**src/rtl/fir_pkg.sv**
```systemverilog
`default_nettype none
// ============================================================================
// Module      : fir_pkg
// Description : Shared types and constants for the FIR controller, datapath
//               and the host-side feeder.
// Revision    : 1.0 - initial release
// ============================================================================
package fir_pkg;

  // Datapath word width shared by controller, datapath and feeder
  localparam int DATA_W  = 16;
  // Feeder queue entry: {kind, data}
  localparam int ENTRY_W = DATA_W + 1;

  // Word kind tag carried in the MSB of each queue entry
  localparam logic KIND_SAMPLE = 1'b0;
  localparam logic KIND_COEFF  = 1'b1;

  // Feeder handshake FSM
  typedef enum logic [2:0] {
    F_IDLE  = 3'd0,
    F_DR1   = 3'd1,
    F_DR2   = 3'd2,
    F_LC    = 3'd3,
    F_WRISE = 3'd4,
    F_WFALL = 3'd5
  } feeder_state_e;

endpackage
`default_nettype wire

```
**src/rtl/feeder_fifo.sv**
```systemverilog
`default_nettype none
// ============================================================================
// Module      : feeder_fifo
// Description : Synchronous FIFO holding host words for the feeder. DEPTH
//               must be a power of two so the pointers wrap naturally.
// Revision    : 1.0 - initial release
// ============================================================================
module feeder_fifo #(
  parameter int WIDTH = 17,
  parameter int DEPTH = 4
) (
  input  logic                       clk,
  input  logic                       n_reset,
  input  logic                       push_i,
  input  logic                       pop_i,
  input  logic [WIDTH-1:0]           wdata_i,
  output logic [WIDTH-1:0]           rdata_o,
  output logic                       empty_o,
  output logic [$clog2(DEPTH):0]     count_o
);

  localparam int AW    = $clog2(DEPTH);
  localparam int CNT_W = AW + 1;

  logic [WIDTH-1:0] mem_q [DEPTH];
  logic [AW-1:0]    wr_ptr_q;
  logic [AW-1:0]    rd_ptr_q;
  logic [CNT_W-1:0] count_q;

  logic w_full;
  logic w_push;
  logic w_pop;

  assign w_full  = (count_q == CNT_W'(DEPTH));
  assign empty_o = (count_q == '0);
  // A push into a full queue is accepted only when a pop frees a slot
  assign w_push  = push_i & (~w_full | pop_i);
  assign w_pop   = pop_i & ~empty_o;
  assign rdata_o = mem_q[rd_ptr_q];
  assign count_o = count_q;

  // Storage array; contents are don't-care until written, so no reset
  always_ff @(posedge clk) begin
    if (w_push) begin
      mem_q[wr_ptr_q] <= wdata_i;
    end
  end

  // Pointers and occupancy count
  always_ff @(posedge clk or negedge n_reset) begin
    if (!n_reset) begin
      wr_ptr_q <= '0;
      rd_ptr_q <= '0;
      count_q  <= '0;
    end else begin
      if (w_push) wr_ptr_q <= wr_ptr_q + 1'b1;
      if (w_pop)  rd_ptr_q <= rd_ptr_q + 1'b1;
      case ({w_push, w_pop})
        2'b10:   count_q <= count_q + 1'b1;
        2'b01:   count_q <= count_q - 1'b1;
        default: count_q <= count_q;
      endcase
    end
  end

endmodule
`default_nettype wire

```
**src/rtl/fir_feeder.sv**
```systemverilog
`default_nettype none
// ============================================================================
// Module      : fir_feeder
// Description : Host-side initiator for the FIR controller dr/lc handshake.
//               Queues host words, strobes them into the controller, tracks
//               modwait to completion and reports done / sticky errors.
// Revision    : 1.0 - initial release
// ============================================================================
module fir_feeder
  import fir_pkg::*;
#(
  parameter int TIMEOUT = 32,
  parameter int DEPTH   = 4
) (
  input  logic              clk,
  input  logic              n_reset,
  input  logic              push_valid,
  input  logic              push_kind,
  input  logic [DATA_W-1:0] push_data,
  output logic              push_ready,
  input  logic              clear_err,
  input  logic              modwait,
  input  logic              err,
  output logic              dr,
  output logic              lc,
  output logic [DATA_W-1:0] sample_data,
  output logic [DATA_W-1:0] fir_coefficient,
  output logic              done,
  output logic              done_err,
  output logic [1:0]        coeff_idx,
  output logic              busy,
  output logic              proto_err,
  output logic              timeout_err
);

  localparam int CNT_W = $clog2(DEPTH) + 1;
  localparam int TMO_W = 6;

  feeder_state_e state_q, state_d;
  logic [TMO_W-1:0]  tmo_q, tmo_d;
  logic              kind_q, kind_d;
  logic [DATA_W-1:0] sample_q, sample_d;
  logic [DATA_W-1:0] coeff_q, coeff_d;
  logic [1:0]        cidx_q, cidx_d;
  logic              dr_q, dr_d;
  logic              lc_q, lc_d;
  logic              done_q, done_d;
  logic              done_err_q, done_err_d;
  logic              proto_q, proto_d;
  logic              tmo_err_q, tmo_err_d;

  logic               w_pop;
  logic               w_push;
  logic               w_empty;
  logic [CNT_W-1:0]   w_count;
  logic [ENTRY_W-1:0] w_head;
  logic               w_proto_set;
  logic               w_tmo_set;

  // A full queue still accepts a word in the cycle the FSM pops one
  assign push_ready = (w_count != CNT_W'(DEPTH)) | w_pop;
  assign w_push     = push_valid & push_ready;
  assign busy       = (state_q != F_IDLE);

  feeder_fifo #(
    .WIDTH (ENTRY_W),
    .DEPTH (DEPTH)
  ) u_fifo (
    .clk     (clk),
    .n_reset (n_reset),
    .push_i  (w_push),
    .pop_i   (w_pop),
    .wdata_i ({push_kind, push_data}),
    .rdata_o (w_head),
    .empty_o (w_empty),
    .count_o (w_count)
  );

  // Next-state, hold-register and registered-output logic for the handshake
  always_comb begin
    state_d     = state_q;
    tmo_d       = tmo_q;
    kind_d      = kind_q;
    sample_d    = sample_q;
    coeff_d     = coeff_q;
    cidx_d      = cidx_q;
    done_d      = 1'b0;
    done_err_d  = 1'b0;
    w_pop       = 1'b0;
    w_proto_set = 1'b0;
    w_tmo_set   = 1'b0;

    case (state_q)
      F_IDLE: begin
        if (!w_empty) begin
          w_pop  = 1'b1;
          kind_d = w_head[ENTRY_W-1];
          if (w_head[ENTRY_W-1] == KIND_COEFF) begin
            coeff_d = w_head[DATA_W-1:0];
            state_d = F_LC;
          end else begin
            sample_d = w_head[DATA_W-1:0];
            // A sample in the middle of a coefficient group is dropped
            if (cidx_q != 2'd0) begin
              w_proto_set = 1'b1;
            end else begin
              state_d = F_DR1;
            end
          end
        end
      end
      F_DR1: state_d = F_DR2;
      F_DR2: begin
        state_d = F_WRISE;
        tmo_d   = '0;
      end
      F_LC: begin
        state_d = F_WRISE;
        tmo_d   = '0;
      end
      F_WRISE: begin
        if (tmo_q == TMO_W'(TIMEOUT)) begin
          w_tmo_set = 1'b1;
          cidx_d    = 2'd0;
          state_d   = F_IDLE;
        end else begin
          tmo_d = tmo_q + 1'b1;
          if (modwait) state_d = F_WFALL;
        end
      end
      F_WFALL: begin
        if (tmo_q == TMO_W'(TIMEOUT)) begin
          w_tmo_set = 1'b1;
          cidx_d    = 2'd0;
          state_d   = F_IDLE;
        end else begin
          tmo_d = tmo_q + 1'b1;
          if (!modwait) begin
            state_d = F_IDLE;
            if (kind_q == KIND_SAMPLE) begin
              done_d     = 1'b1;
              done_err_d = err;
            end else begin
              cidx_d = cidx_q + 1'b1;
            end
          end
        end
      end
      default: state_d = F_IDLE;
    endcase

    // Strobes follow the strobe states by one register stage, so the
    // held word is settled a cycle before the strobe rises
    dr_d = (state_q == F_DR1) || (state_q == F_DR2);
    lc_d = (state_q == F_LC);

    // Set events take priority over a simultaneous clear
    proto_d   = w_proto_set | (proto_q   & ~clear_err);
    tmo_err_d = w_tmo_set   | (tmo_err_q & ~clear_err);
  end

  // State and output registers with asynchronous active-low reset
  always_ff @(posedge clk or negedge n_reset) begin
    if (!n_reset) begin
      state_q    <= F_IDLE;
      tmo_q      <= '0;
      kind_q     <= KIND_SAMPLE;
      sample_q   <= '0;
      coeff_q    <= '0;
      cidx_q     <= 2'd0;
      dr_q       <= 1'b0;
      lc_q       <= 1'b0;
      done_q     <= 1'b0;
      done_err_q <= 1'b0;
      proto_q    <= 1'b0;
      tmo_err_q  <= 1'b0;
    end else begin
      state_q    <= state_d;
      tmo_q      <= tmo_d;
      kind_q     <= kind_d;
      sample_q   <= sample_d;
      coeff_q    <= coeff_d;
      cidx_q     <= cidx_d;
      dr_q       <= dr_d;
      lc_q       <= lc_d;
      done_q     <= done_d;
      done_err_q <= done_err_d;
      proto_q    <= proto_d;
      tmo_err_q  <= tmo_err_d;
    end
  end

  assign dr              = dr_q;
  assign lc              = lc_q;
  assign sample_data     = sample_q;
  assign fir_coefficient = coeff_q;
  assign done            = done_q;
  assign done_err        = done_err_q;
  assign coeff_idx       = cidx_q;
  assign proto_err       = proto_q;
  assign timeout_err     = tmo_err_q;

endmodule
`default_nettype wire

```
**config.mk**
```make
export PLATFORM = sky130hd
export DESIGN_NAME = fir_feeder
export DESIGN_NICKNAME = d
export VERILOG_FILES = /design/src/rtl/fir_pkg.sv /design/src/rtl/feeder_fifo.sv /design/src/rtl/fir_feeder.sv
export SDC_FILE = /design/constraint.sdc
export NUM_CORES = 1
export LEC_CHECK = 0
export BUFFER_PORTS_ARGS = -buffer_cell sky130_fd_sc_hd__buf_2
export CORE_ASPECT_RATIO = 0.7
export CORE_UTILIZATION = 52
export CTS_CLUSTER_DIAMETER = 50
export DETAILED_ROUTE_END_ITERATION = 10
export GPL_ROUTABILITY_DRIVEN = 0
export PLACE_DENSITY = 0.76
export REMOVE_ABC_BUFFERS = 1
export SLEW_MARGIN = 20
export SYNTH_ARGS = -nofsm -noshare
export SYNTH_HDL_FRONTEND = slang
export SYNTH_HIERARCHICAL = 1
export SYNTH_SLANG_ARGS = --single-unit
```
**constraint.sdc**
```tcl
create_clock -name clk -period 2.6 [get_ports clk]
set_input_delay 0.13 -clock clk [delete_from_list [all_inputs] [get_ports clk]]
set_output_delay 0.13 -clock clk [all_outputs]
set_load 0.02 [all_outputs]
```
# --- After elaboration in Yosys (flattened, before gate mapping) ---
# Memory sizes are Yosys's and may differ from the RTL's.
# Index checks and enable logic that the tools add are counted.
classes:
  n_reduce_logical: 16
  addsub: 6
  n_eq_ne: 17
  bitwise_logic: 13
  muxes: 34
op_table:
  columns: ["operator", "n"]
  rows:
  - ["$mux 3", 7]
  - ["$mux 1", 18]
  - ["$ne 3x3->1 const B", 5]
  - ["$pmux 3 s5", 1]
  - ["$pmux 6 s2", 1]
  - ["$eq 3x3->1 const B", 3]
  - ["$mux 2", 4]
  - ["$reduce_and 4->1", 2]
  - ["$reduce_bool 2->1", 4]
  - ["$add 2x1->2 const B", 3]
  - ["$add 6x1->6 const B", 1]
  - ["$eq 3x2->1 const B", 2]
  - ["$eq 6x6->1 const B", 1]
  - ["$logic_not 3->1", 2]
  - ["$mux 6", 1]
  - ["$ne 2x2->1 const B", 3]
  - ["$pmux 3 s2", 1]
  - ["$reduce_and 3->1", 2]
  - ["$and 1x1->1", 5]
  - ["$not 1->1", 4]
  - ["$or 1x1->1", 4]
  - ["$pmux 2 s2", 1]
  - ["$reduce_and 2->1", 2]
  - ["$reduce_or 2->1", 2]
  - ["7 further kinds", 7]
totals:
  n_memories: 1
  mem_bits_rw: 68
  out_inout_bits: 42
  inputBits: 23
  word_cells: 102
  register_bits: 57
memory_table:
  columns: ["memory", "depth", "width", "rd", "rd_clocked_by_memory_dff", "wr", "line", "text"]
  rows:
  - ["u_fifo.mem_q", 4, 17, 1, 0, 1, "feeder_fifo.sv:25", "logic [WIDTH-1:0] mem_q [DEPTH];"]

# --- Logic depth before layout (Yosys ltp) ---
# Gate-level depths: netlist (run 1).
logic_depth:
  word_depth: 8
  depth_mapped: 13
  ltp_nobuf: 12

# --- By module ---
# The synthesis (run 1) kept the hierarchy.
modules_own_cells:
  columns: ["mod", "cells_each", "n_inst", "area_per_inst_um2", "seq_area_each_um2"]
  rows:
  - ["feeder_fifo", 126, 1, 2869.0, 2217.1]
  - ["fir_feeder", 172, 1, 2238.4, 1251.2]

# --- Least setup slack after synthesis (run 1) ---
# OpenSTA, ideal clock, no wires.
synth_path:
  kind: "register to register"
  start: "reg u_fifo.count_q[0], in the netlist u_fifo/count_o[0]"
  end: "reg u_fifo.count_q[2], in the netlist u_fifo/count_o[2]"
  setup_time_ps: 80
  path_stages_with_launch: 14
  path_buffers: 1
  synth_period_minus_slack_ps: 2606
  arrival_time_ps: 2526
  required_time_ps: 2520
  setup_slack_ps: -6
  path_cell_list: "dfrtp_1 nor3_1 or4_4 buf_6 nand3_1 and2_1 o41a_1 inv_1 ha_1 inv_1 fa_1 xor2_1 nor2_1 xnor2_1"
synth_via:
  elab_chain_len: 8
  elab_cells_between_ends: 18
  classes_between: "2 x add/sub; 4 x eq/ne; 3 x mux; 7 x bitwise; 2 x reduce/logical"
synth_rtl:
  columns: ["element", "line", "text"]
  rows:
  - ["from (decl)", "feeder_fifo.sv:28", "logic [CNT_W-1:0] count_q;"]
  - ["from (signal assigned)", "feeder_fifo.sv:59", "2'b10: count_q <= count_q + 1'b1;"]
  - ["from (signal assigned)", "feeder_fifo.sv:60", "2'b01: count_q <= count_q - 1'b1;"]
  - ["from (signal assigned)", "feeder_fifo.sv:61", "default: count_q <= count_q;"]
  - ["$logic_not 3->1 *", "feeder_fifo.sv:35", "assign empty_o = (count_q == '0);"]
  - ["net w_empty", "fir_feeder.sv:54", "logic w_empty;"]
  - ["$mux 1 *", "fir_feeder.sv:95", "if (!w_empty) begin"]
  - ["$mux 1 *", "fir_feeder.sv:93", "case (state_q)"]
  - ["$or 1x1->1 *", "fir_feeder.sv:61", "assign push_ready = (w_count != CNT_W'(DEPTH)) | w_pop;"]
  - ["net push_ready", "fir_feeder.sv:20", "output logic push_ready,"]
  - ["$and 1x1->1 *", "fir_feeder.sv:62", "assign w_push = push_valid & push_ready;"]
  - ["net w_push", "fir_feeder.sv:53", "logic w_push;"]
  - ["$and 1x1->1 *", "feeder_fifo.sv:37", "assign w_push = push_i & (~w_full | pop_i);"]
  - ["$eq 2x1->1 / $eq 2x2->1 (equally long branches)", "feeder_fifo.sv:58", "case ({w_push, w_pop})"]
  - ["$pmux 3 s2 / $reduce_bool 2->1 (equally long branches)", null, null]
# Mark *: on every way through the listed nets, which the timed path passes. The rest lies on a longest branch.
# A chain may end at the register's enable or synchronous reset.

# --- Worst setup path after layout (run 1) ---
layout_path:
  start: "reg u_fifo.count_q[0], in the netlist u_fifo/count_o[0]"
  end: "reg u_fifo.count_q[2], in the netlist u_fifo/count_o[2]"
layout_via:
  elab_chain_len: 8
  elab_cells_between_ends: 18
  classes_between: "2 x add/sub; 4 x eq/ne; 3 x mux; 7 x bitwise; 2 x reduce/logical"
layout_rtl:
  columns: ["element", "line", "text"]
  rows:
  - ["$logic_not 3->1 *", "feeder_fifo.sv:35", null]
  - ["net w_empty", "fir_feeder.sv:54", null]
  - ["$mux 1 *", "fir_feeder.sv:95", null]
  - ["$mux 1 *", "fir_feeder.sv:93", null]
  - ["net w_pop", "fir_feeder.sv:52", "logic w_pop;"]
  - ["$or 1x1->1", "fir_feeder.sv:61", null]
  - ["$and 1x1->1", "fir_feeder.sv:62", null]
  - ["$and 1x1->1", "feeder_fifo.sv:37", null]
  - ["$eq 2x1->1 / $eq 2x2->1 (equally long branches)", "feeder_fifo.sv:58", null]
  - ["$pmux 3 s2 / $reduce_bool 2->1 (equally long branches)", null, null]
# Marks and branches as above.

==> results of run 1 <==
## logic make-up (layout without fill, tap and decap cells)
logic type / count (synthesis) / in the layout / share of synthesized area
multiplexers: 51 / 51 / 0.157
flip-flops: 125 / 125 / 0.679
AO/OA/AOI/OAI: 24 / 24 / 0.0363
AND/OR/NAND/NOR: 51 / 51 / 0.0603
buffers and inverters: 31 / 151 / 0.0318
adder cells (fa/ha/maj): 9 / 9 / 0.0235
XOR/XNOR: 7 / 7 / 0.0120
## layer usage
metal	vias to the layer above	part of all wire	GRT usage
li1	1343	-	-
met1	1459	0.47	0.280
met2	80	0.47	0.313
met3	10	0.049	0.0766
met4	0	0.010	0.0606
met5	-	0	0
## layout by cell type (no fill, tap or decap), drive strengths merged, types with 2 or more instances in the layout
cell type,n
mux2,33
and3,2
dlygate4sd3,20
and3b,2
inv,18
nand3,9
o311ai,2
dfrtp,57
or2,2
o31ai,2
or3,2
mux4,17
o211ai,3
clkbuf,18
nor2,7
nor3b,2
edfxtp,68
nand2,10
ha,8
a32o,2
o2111ai,2
buf,81
xnor2,5
clkinvlp,6
xor2,2
a22o,2
clkinv,7
nor3,2
and2,5
nor2b,2
nand4,2
o21ai,4
## power groups by stage
stage / Sequential (W) / Clock (W) / Combinational, W
finish: 0.00309 / 0.00218 / 0.00312
global route: 0.00316 / 0.00230 / 0.00337
CTS: 0.00308 / 0.00221 / 0.00312
detailed placement: 0.00311 / 0 / 0.00308
global placement: 0.00307 / 0 / 0.00302
floorplan: 0.00356 / 0 / 0.00166
## timing repair
item,4_1_cts,5_1_grt
endpoints found under the setup margin,0,1
endpoints found under the hold margin,101,0
resized for setup,0,2
buffers inserted,0,1
hold buffers,20,0
## area by class of cell
cell class	count	area [sq um]
tap	124	155
timing repair buffer	101	661
fill	661	2890
inverter	18	72.6
sequential	125	3470
clock inverter	14	121
clock buffer	18	439
multi-input combinational	142	1480
## worst max-delay path: stages, from the launching register on
cell and delay, ns:
dfrtp_2 0.45, nor3_2 0.23, or4_4 0.21, clkinv_4 0.09
o41a_1 0.34, inv_1 0.08, ha_1 0.18, inv_1 0.06
fa_1 0.37, xor2_1 0.15, nor2_1 0.11, xnor2_1 0.12
## sequential cells by signal (all words and copies together), names as in the netlist
| register | count |
|---|---|
| u_fifo/mem_q | 68 |
| fir_coefficient | 16 |
| sample_data | 16 |
| tmo_q | 6 |
| state_q | 3 |
| u_fifo/count_o | 3 |
| coeff_idx | 2 |
| u_fifo/rd_ptr_q | 2 |
| u_fifo/wr_ptr_q | 2 |
| done | 1 |
| done_err | 1 |
| dr | 1 |
| kind_q | 1 |
| lc | 1 |
| proto_err | 1 |
| timeout_err | 1 |
## stage by stage
step	cell area [sq um]	instances	power [W]	hold WS [ns]
6_report	6400	542	0.00838	0.0273
5_1_grt	6400	542	0.00884	0.0368
4_1_cts	6390	541	0.00842	0.0147
3_5_place_dp	5630	489	0.00619	0.243
3_3_place_gp	5630	489	0.00610	0.232
2_1_floorplan	5020	285	0.00521	-0.166
## how the worst max path moves through the flow
| stage | start | to | depth (start not counted) |
|---|---|---|---|
| after detailed placement | u_fifo/count_o[0] | u_fifo/count_o[2] | 11 |
| after CTS | u_fifo/count_o[0] | u_fifo/count_o[2] | 11 |
| after floorplan | state_q[1] | u_fifo/count_o[2] | 11 |
| final | u_fifo/count_o[0] | u_fifo/count_o[2] | 11 |
| after global routing | u_fifo/count_o[0] | u_fifo/count_o[2] | 11 |
| after global placement | u_fifo/count_o[0] | u_fifo/count_o[2] | 11 |
==> metrics, run 1 <==
count leader, synth=edfxtp_1; Syn-to-layout area delta=25.3%; cells after synthesis=around 300; R2R Setup Slk=0.14 ns; unrepaired setup endpoints after global routing=no; hold_sp=clear_err; commonest cells in the netlist=edfxtp_1, dfrtp_1, mux2_2; Relative slew margins=0.506; min Tclk post-route=around 2.5 ns; FF+latch count, synth=approximately 130; CTS tree=done; crit path capture type=flip-flop; EDFF count, synth=68; Synth Flop Type=edfxtp_1; Starting Density=0.550; CORE AREA=slightly above 0.009 sq mm; Clock Tree Root=clkbuf_16; Max Fanout on Critical Path=6; vias in the first global route=between 2000 and 3000; clock latency on the worst-skew pair=between 0.4 and 0.5 ns; post-layout util=0.689; period utilization=0.947; Clock Pin Slew Worst Setup and Hold Paths=roughly 0.050 ns; antenna viol nets, final=0; # diodes=0; dominant cell type by area after synthesis=edfxtp_1; maximum vdd drop=between 800 and 900 uV; vias=around 2900; fin nets=between 400 and 500; Setup TNS Final=0 ns; FFs w/ async S/R, synth=0.456; number of antenna violations at the first check in global routing=0; DR vias/cell=roughly 5.3; Avg WL per Cell=about 17 um; Worst Hold Class=input pin to flip-flop; Die X=approximately 120 um; Detailed Place HPWL=between 6 and 7 mm; Internal Dissipation=about 0.0055 W; Max Slew Vio Count=0; Switch Pwr=between 0.002 and 0.003 W; Num CTS Buffers=17; first-pass GRT wire length=15.3 mm; Worst EP arrival=between 2 and 3 ns; Worst Max-Slew Pin Slew=between 0.7 and 0.8 ns; clock sinks=roughly 130; Switching Fraction=0.338; critical path class=flip-flop to flip-flop; die area=slightly above 0.01 sq mm; Max Cap Viol=0; Placement Setup Slack=0.0937 ns; Post-Synthesis Cell Area=between 0.005 and 0.006 sq mm; Comb power frac=0.372; Setup Viol. Count Final=0; # DRC=0; WHS Path Cells=3; remaining global-route overflow=0; first drt pass iteration count=6; Routed WL=around 9.4 mm; Total GRT Usage=0.206; initial DRC count=147; Site Rows=29; Leak Pwr=2.63 nW; Ys Warns=6; Final WS setup=approximately 0.14 ns; R2R cell count=11; Critical Path Source Type=flip-flop; R2R Path End=u_fifo/count_o[2]; sequential share of the synthesized area=0.679; Yosys top cell area share=0.400; top post-synthesis cells by area=edfxtp_1, dfrtp_1, mux4_2, mux2_2, mux2_4; WP data required=2.94 ns; share of layout cells above drive strength 1=0.409; maximum operating frequency=between 0.4 and 0.5 GHz; H-tree Lvls=4; mean post-synth cell area=approximately 17 sq um; Final Hold Viols=0; part of the power in registers=0.369; Worst Hold End=timeout_err; status=finished, final reports clean; die height=approximately 85 um; Clock Skews=around 0.0065 ns; FF-to-FF Start=u_fifo/count_o[0]; largest net degree at the start of global routing=34; Port Buffers=64; pwr dens=between 1000 and 1500 mW/mm^2; Boundary Pins=65; CTS Buffer Depth=2; clock group share of total power=0.260; post-synth cell types=50
Power figures use the tool's default switching activity.
==> run 2: changes to the inputs <==
--- a/config.mk
+++ b/config.mk
@@ -5,13 +5,14 @@
 export SDC_FILE = /design/constraint.sdc
 export NUM_CORES = 1
 export LEC_CHECK = 0
+export ABC_AREA = 1
 export BUFFER_PORTS_ARGS = -buffer_cell sky130_fd_sc_hd__buf_2
 export CORE_ASPECT_RATIO = 0.7
 export CORE_UTILIZATION = 52
 export CTS_CLUSTER_DIAMETER = 50
 export DETAILED_ROUTE_END_ITERATION = 10
 export GPL_ROUTABILITY_DRIVEN = 0
-export PLACE_DENSITY = 0.76
+export PLACE_DENSITY = 0.75
 export REMOVE_ABC_BUFFERS = 1
 export SLEW_MARGIN = 20
 export SYNTH_ARGS = -nofsm -noshare
==> metrics, run 2 <==
WP data required=2.89 ns (-0.05 ns); crit path capture type=flip-flop; Num CTS Buffers=17 (unchanged); Relative slew margins=0.629 (+0.122); Post-Synthesis Cell Area=0.00536 sq mm (+5.0%); clock latency on the worst-skew pair=0.40 ns (about the same); R2R Path End=u_fifo/count_o[2]; H-tree Lvls=4 (unchanged); Avg WL per Cell=15.3 um (-12%); Max Slew Vio Count=0 (unchanged); pwr dens=1310 mW/mm^2 (+0.15%); largest reg by FF count=u_fifo/mem_q; share of layout cells above drive strength 1=0.215 (-0.194); Syn-to-layout area delta=23.8%; mean post-synth cell area=10.6 sq um (-38%); count leader, synth=nand2_1; min Tclk post-route=2.41 ns (-0.0538 ns); post-synth cell types=31 (-38%); Clock Tree Root=clkbuf_16; fin nets=633 (+45%); Final WS setup=0.191 ns (+0.0538 ns); Worst Hold End=u_fifo/wr_ptr_q[1]; critical path class=flip-flop to flip-flop; maximum vdd drop=578 uV (-34%); dominant cell type by area after synthesis=edfxtp_1; cells after synthesis=504 (+69%); top post-synthesis cells by area=edfxtp_1, dfrtp_1, nand2_1, inv_1, nor2_1; first-pass GRT wire length=18.0 mm (+18%); die height=87.0 um (+2.4%); Port Buffers=64 (unchanged); FFs w/ async S/R, synth=0.456 (unchanged); most common cell after layout, fill and taps aside=nand2_1; maximum operating frequency=0.415 GHz (+2.2%); Worst Max-Slew Pin Slew=0.557 ns (-0.184 ns); DR vias/cell=5.19 (-2.7%); Worst Hold Class=input pin to flip-flop; status=finished, final reports clean; WHS Path Cells=4 (+1); Clock Skews=0.00565 ns (-0.000807 ns); Site Rows=30 (+3.4%); FF-to-FF Start=u_fifo/count_o[0]; Clock Pin Slew Worst Setup and Hold Paths=0.05 ns (about the same); R2R Setup Slk=0.19 ns (+0.05 ns); Ys Warns=6 (unchanged); Critical Path Source Type=flip-flop; largest net degree at the start of global routing=49 (+44%); Setup Viol. Count Final=0 (unchanged); CORE AREA=0.00987 sq mm (+6.3%); Detailed Place HPWL=6.98 mm (+15%); commonest cells in the netlist=nand2_1, edfxtp_1, inv_1; period utilization=0.927 (-0.0207); Yosys top cell area share=0.381 (-0.0189); hold_sp=push_valid; CTS Buffer Depth=2 (unchanged); Die X=123 um (+2.4%); Leak Pwr=3.10 nW (+18%); # DRC=0 (unchanged); CTS tree=done; vias in the first global route=3735 (+26%); clock sinks=125 (unchanged); Post-CTS Setup Bufs=0 (unchanged); commonest cells after routing, fill and taps aside=nand2_1, edfxtp_1, inv_1; EDFF count, synth=68 (unchanged); vias=3849 (+33%); Total GRT Usage=0.229 (+0.0228); Routed WL=11.3 mm (+20%); Starting Density=0.543 (-0.00675); # diodes=0 (unchanged); unrepaired setup endpoints after global routing=no; max FFs per register=68 (unchanged); Boundary Pins=65 (unchanged); Final Hold Viols=0 (unchanged); Max Fanout on Critical Path=7 (+1); initial DRC count=274 (+86%); first drt pass iteration count=5 (-1); Setup TNS Final=0 ns (unchanged); Synth Flop Type=edfxtp_1; FF+latch count, synth=125 (unchanged); Max Cap Viol=0 (unchanged); R2R cell count=16 (+5); die area=0.0107 sq mm (+4.9%); sequential share of the synthesized area=0.647 (-0.0322); number of antenna violations at the first check in global routing=0 (unchanged); Placement Setup Slack=0.184 ns (+0.0903 ns); Worst EP arrival=2.70 ns (-0.10 ns); antenna viol nets, final=0 (unchanged); remaining global-route overflow=0 (unchanged)
## run 2: cell families (layout without fill, tap and decap cells)
family,count (synthesis),after routing,share of synthesized area
AOI/OAI and AO/OA,77,77,0.0929
and+or+nand+nor,199,199,0.154
adders and majority gates,9,9,0.0224
DFF,125,125,0.647
xor gates and xnor gates,4,4,0.00654
buffers and inverters,90,199,0.0777
## run 2: power breakdown
| part | switching, W | total [W] | internal (W) | leakage (nW) |
|---|---|---|---|---|
| logic | 0.00211 | 0.00308 | 0.000969 | 1.44 |
| registers | 0.000349 | 0.00306 | 0.00271 | 1.35 |
| clock network | 0.000774 | 0.00256 | 0.00179 | 0.307 |
| total | 0.00323 | 0.00870 | 0.00547 | 3.10 |
## run 2: area by class of cell
type	count	area (sq um)
well taps	128	160
repair buffers	96	613
flip-flops and latches	125	3470
clock inverters	8	189
clock buffers	23	448
fillers	712	3240
multi-input cells	289	1480
inverters	72	273
## run 2: per-layer routing
metal | GRT usage | vias to the layer above | part of all wire
li1 | - | 1838 | -
met1 | 0.282 | 1853 | 0.45
met2 | 0.388 | 136 | 0.49
met3 | 0.0582 | 22 | 0.046
met4 | 0.0909 | 0 | 0.017
met5 | 0 | - | 0
## run 2: what timing repair did
item                                    4_1_cts  5_1_grt
resized for setup                             0        2
hold buffers                                 21        0
hold endpoints to repair                     94        0
endpoints found under the setup margin        0        1
## run 2: worst max path at each step
stage                                 start            endpoint  slack, ns  cells after the start
after floorplan           u_fifo/count_o[0]  u_fifo/mem_q[0][0]       0.21                      9
after global placement    u_fifo/count_o[0]   u_fifo/count_o[2]       0.35                     15
after detailed placement  u_fifo/count_o[0]   u_fifo/count_o[2]       0.18                     16
after CTS                 u_fifo/count_o[0]   u_fifo/count_o[2]       0.16                     16
after global routing      u_fifo/count_o[0]   u_fifo/count_o[2]      0.009                     16
final                     u_fifo/count_o[0]   u_fifo/count_o[2]       0.19                     16
## run 2: through the flow
step / cell area, sq um / power [W] / utilization / instances / hold slack [ns]
global placement: 5780 / 0.00592 / 0.586 / 689 / 0.146
detailed placement: 5780 / 0.00607 / 0.586 / 689 / 0.157
CTS: 6630 / 0.00874 / 0.671 / 741 / 0.166
finish: 6640 / 0.00870 / 0.672 / 741 / 0.211
global route: 6640 / 0.00923 / 0.672 / 741 / 0.223
floorplan: 5220 / 0.00508 / - / 486 / -0.166
## run 2: worst max-delay path: stages, from the launching register on
cell and delay [ns]:
dfrtp_1 0.41, nor2_2 0.14, nand2_1 0.12, inv_1 0.08, inv_1 0.06, nand2_2 0.10
inv_2 0.07, nor2_1 0.10, nand2_1 0.13, nand2_4 0.12, ha_1 0.18, inv_1 0.07
fa_1 0.39, nand2_1 0.11, nand3_1 0.08, nand2_1 0.06, nand2_1 0.04
==> run 3: changes to the inputs <==
--- a/config.mk
+++ b/config.mk
@@ -8,11 +8,12 @@
 export ABC_AREA = 1
 export BUFFER_PORTS_ARGS = -buffer_cell sky130_fd_sc_hd__buf_2
 export CORE_ASPECT_RATIO = 0.7
-export CORE_UTILIZATION = 52
+export CORE_UTILIZATION = 54
+export CTS_BUF_LIST = sky130_fd_sc_hd__clkbuf_8
 export CTS_CLUSTER_DIAMETER = 50
 export DETAILED_ROUTE_END_ITERATION = 10
 export GPL_ROUTABILITY_DRIVEN = 0
-export PLACE_DENSITY = 0.75
+export PLACE_DENSITY = 0.78
 export REMOVE_ABC_BUFFERS = 1
 export SLEW_MARGIN = 20
 export SYNTH_ARGS = -nofsm -noshare
==> metrics, run 3 (synthesis gave the netlist of run 2 again) <==
commonest cells after routing, fill and taps aside=nand2_1, edfxtp_1, inv_1; largest reg by FF count=u_fifo/mem_q; R2R Setup Slk=0.22 ns (+0.03 ns); Port Buffers=64 (unchanged); Max Fanout on Critical Path=7 (unchanged); Setup TNS Final=0 ns (unchanged); vias in the first global route=3739 (+0.11%); Clock Skews=0.0114 ns (+0.00571 ns); R2R Path End=u_fifo/count_o[2]; max FFs per register=68 (unchanged); pwr dens=1240 mW/mm^2 (-5.1%); CORE AREA=0.00968 sq mm (-1.9%); R2R cell count=15 (-1); min Tclk post-route=2.38 ns (-0.0255 ns); H-tree Lvls=4 (unchanged); CTS tree=done; worst setup path endpoint=u_fifo/count_o[2]; Design Power=0.00813 W (-6.6%); crit path capture type=flip-flop; share of layout cells above drive strength 1=0.243 (+0.0274); Max Slew Vio Count=0 (unchanged); Detailed Place HPWL=6.90 mm (-1.1%); status=finished, final reports clean; initial DRC count=246 (-10%); most common cell after layout, fill and taps aside=nand2_1; Final Hold Viols=0 (unchanged); largest net degree at the start of global routing=50 (+2.0%); critical path class=flip-flop to flip-flop; Worst EP arrival=2.71 ns (about the same); Placement Setup Slack=0.146 ns (-0.0378 ns); number of antenna violations at the first check in global routing=0 (unchanged); WP data required=2.92 ns (+0.03 ns); Setup crit start=u_fifo/count_o[0]; die height=85.4 um (-1.8%); # diodes=0 (unchanged); die area=0.0103 sq mm (-3.6%); Critical Path Source Type=flip-flop; first drt pass iteration count=5 (unchanged); # DRC=0 (unchanged); DR vias/cell=5.06 (-2.7%); antenna viol nets, final=0 (unchanged); Syn-to-layout area delta=21.8%; fin nets=637 (+0.63%); Num CTS Buffers=17 (unchanged); Boundary Pins=65 (unchanged); unrepaired setup endpoints after global routing=no; Setup Viol. Count Final=0 (unchanged); Starting Density=0.554 (+0.0105); Total GRT Usage=0.231 (+0.00225); Max Cap Viol=0 (unchanged); first-pass GRT wire length=17.9 mm (-0.80%); Relative slew margins=0.383 (-0.245); CTS Buffer Depth=2 (unchanged); Leak Pwr=3.06 nW (-1.3%); FF-to-FF Start=u_fifo/count_o[0]; Worst Hold Class=input pin to flip-flop; clock latency on the worst-skew pair=0.44 ns (+0.04 ns); Die X=121 um (-1.8%); fillcell total=715 (+0.42%); vias=3772 (-2.0%); maximum vdd drop=873 uV (+51%); Routed WL=10.8 mm (-4.1%); Clock Pin Slew Worst Setup and Hold Paths=0.07 ns (+0.02 ns); Avg WL per Cell=14.5 um (-4.8%); clock sinks=125 (unchanged); period utilization=0.917 (-0.00980); Clock Tree Root=clkbuf_8; Site Rows=30 (unchanged); maximum operating frequency=0.420 GHz (+1.1%); Final WS setup=0.216 ns (+0.0255 ns); remaining global-route overflow=0 (unchanged); Worst Max-Slew Pin Slew=0.925 ns (+0.368 ns)
run 3: cell types whose count changed in the layout (fill, tap and decap cells not counted), sizes merged:
cell,previous run,this run
clkbuf,23,18
clkinv,3,8
bufinv,6,5
inv,71,72
clkinvlp,0,1
buf,75,79
run 3: routing by layer:
metal,vias up,track usage,part of all wire
met5,-,0,0
met3,21,0.0692,0.052
li1,1863,-,-
met2,120,0.365,0.48
met4,0,0.107,0.019
met1,1768,0.296,0.45
run 3: critical path: stages (launching register included):
cell	delay [ns]
dfrtp_1	0.42
nor2_2	0.16
nand2_2	0.10
inv_1	0.06
inv_1	0.05
nand2_2	0.10
nand3_1	0.10
and2_2	0.22
nand2_4	0.12
ha_1	0.18
inv_1	0.08
fa_1	0.38
nand2_1	0.10
nand3_1	0.08
nand2_1	0.06
nand2_1	0.05
run 3: worst min path at each step:
stage | from | endpoint | slack [ns] | cells after the start
floorplan | n_reset | coeff_idx[0] | -0.17 | 0
global placement | n_reset | fir_coefficient[12] | 0.31 | 1
detailed placement | n_reset | sample_data[3] | 0.32 | 1
CTS | push_valid | u_fifo/wr_ptr_q[0] | 0.12 | 4
global route | push_valid | u_fifo/wr_ptr_q[0] | 0.15 | 4
finish | push_valid | u_fifo/wr_ptr_q[0] | 0.14 | 4
run 3: timing repair:
item / 4_1_cts / 5_1_grt
hold buffers: 21 / 0
setup buffers: 0 / 1
endpoints found under the hold margin: 112 / 0
setup endpoints to repair: 0 / 2
gates resized for setup: 0 / 4
run 3: final cells by class:
type / instances / area [sq um] / share of cell area
clock buffer: 18 / 248 / 0.0379
inverter: 72 / 273 / 0.0418
sequential: 125 / 3470 / 0.531
clock inverter: 14 / 216 / 0.0331
timing repair buffer: 100 / 668 / 0.102
multi-input combinational: 289 / 1500 / 0.229
tap: 128 / 160 / 0.0245
run 3: through the flow:
step	area (sq um)	cells	hold slack, ns	util
final	6530	746	0.139	0.674
after global routing	6530	746	0.146	0.674
after CTS	6510	745	0.125	0.672
after detailed placement	5840	692	0.318	0.603
after global placement	5840	692	0.306	0.603
after floorplan	5220	486	-0.166	-
run 3: power breakdown:
group / switching (W) / internal, W / total [W]
registers: 0.000306 / 0.00271 / 0.00301
clock network: 0.000792 / 0.00117 / 0.00196
logic: 0.00211 / 0.00104 / 0.00315
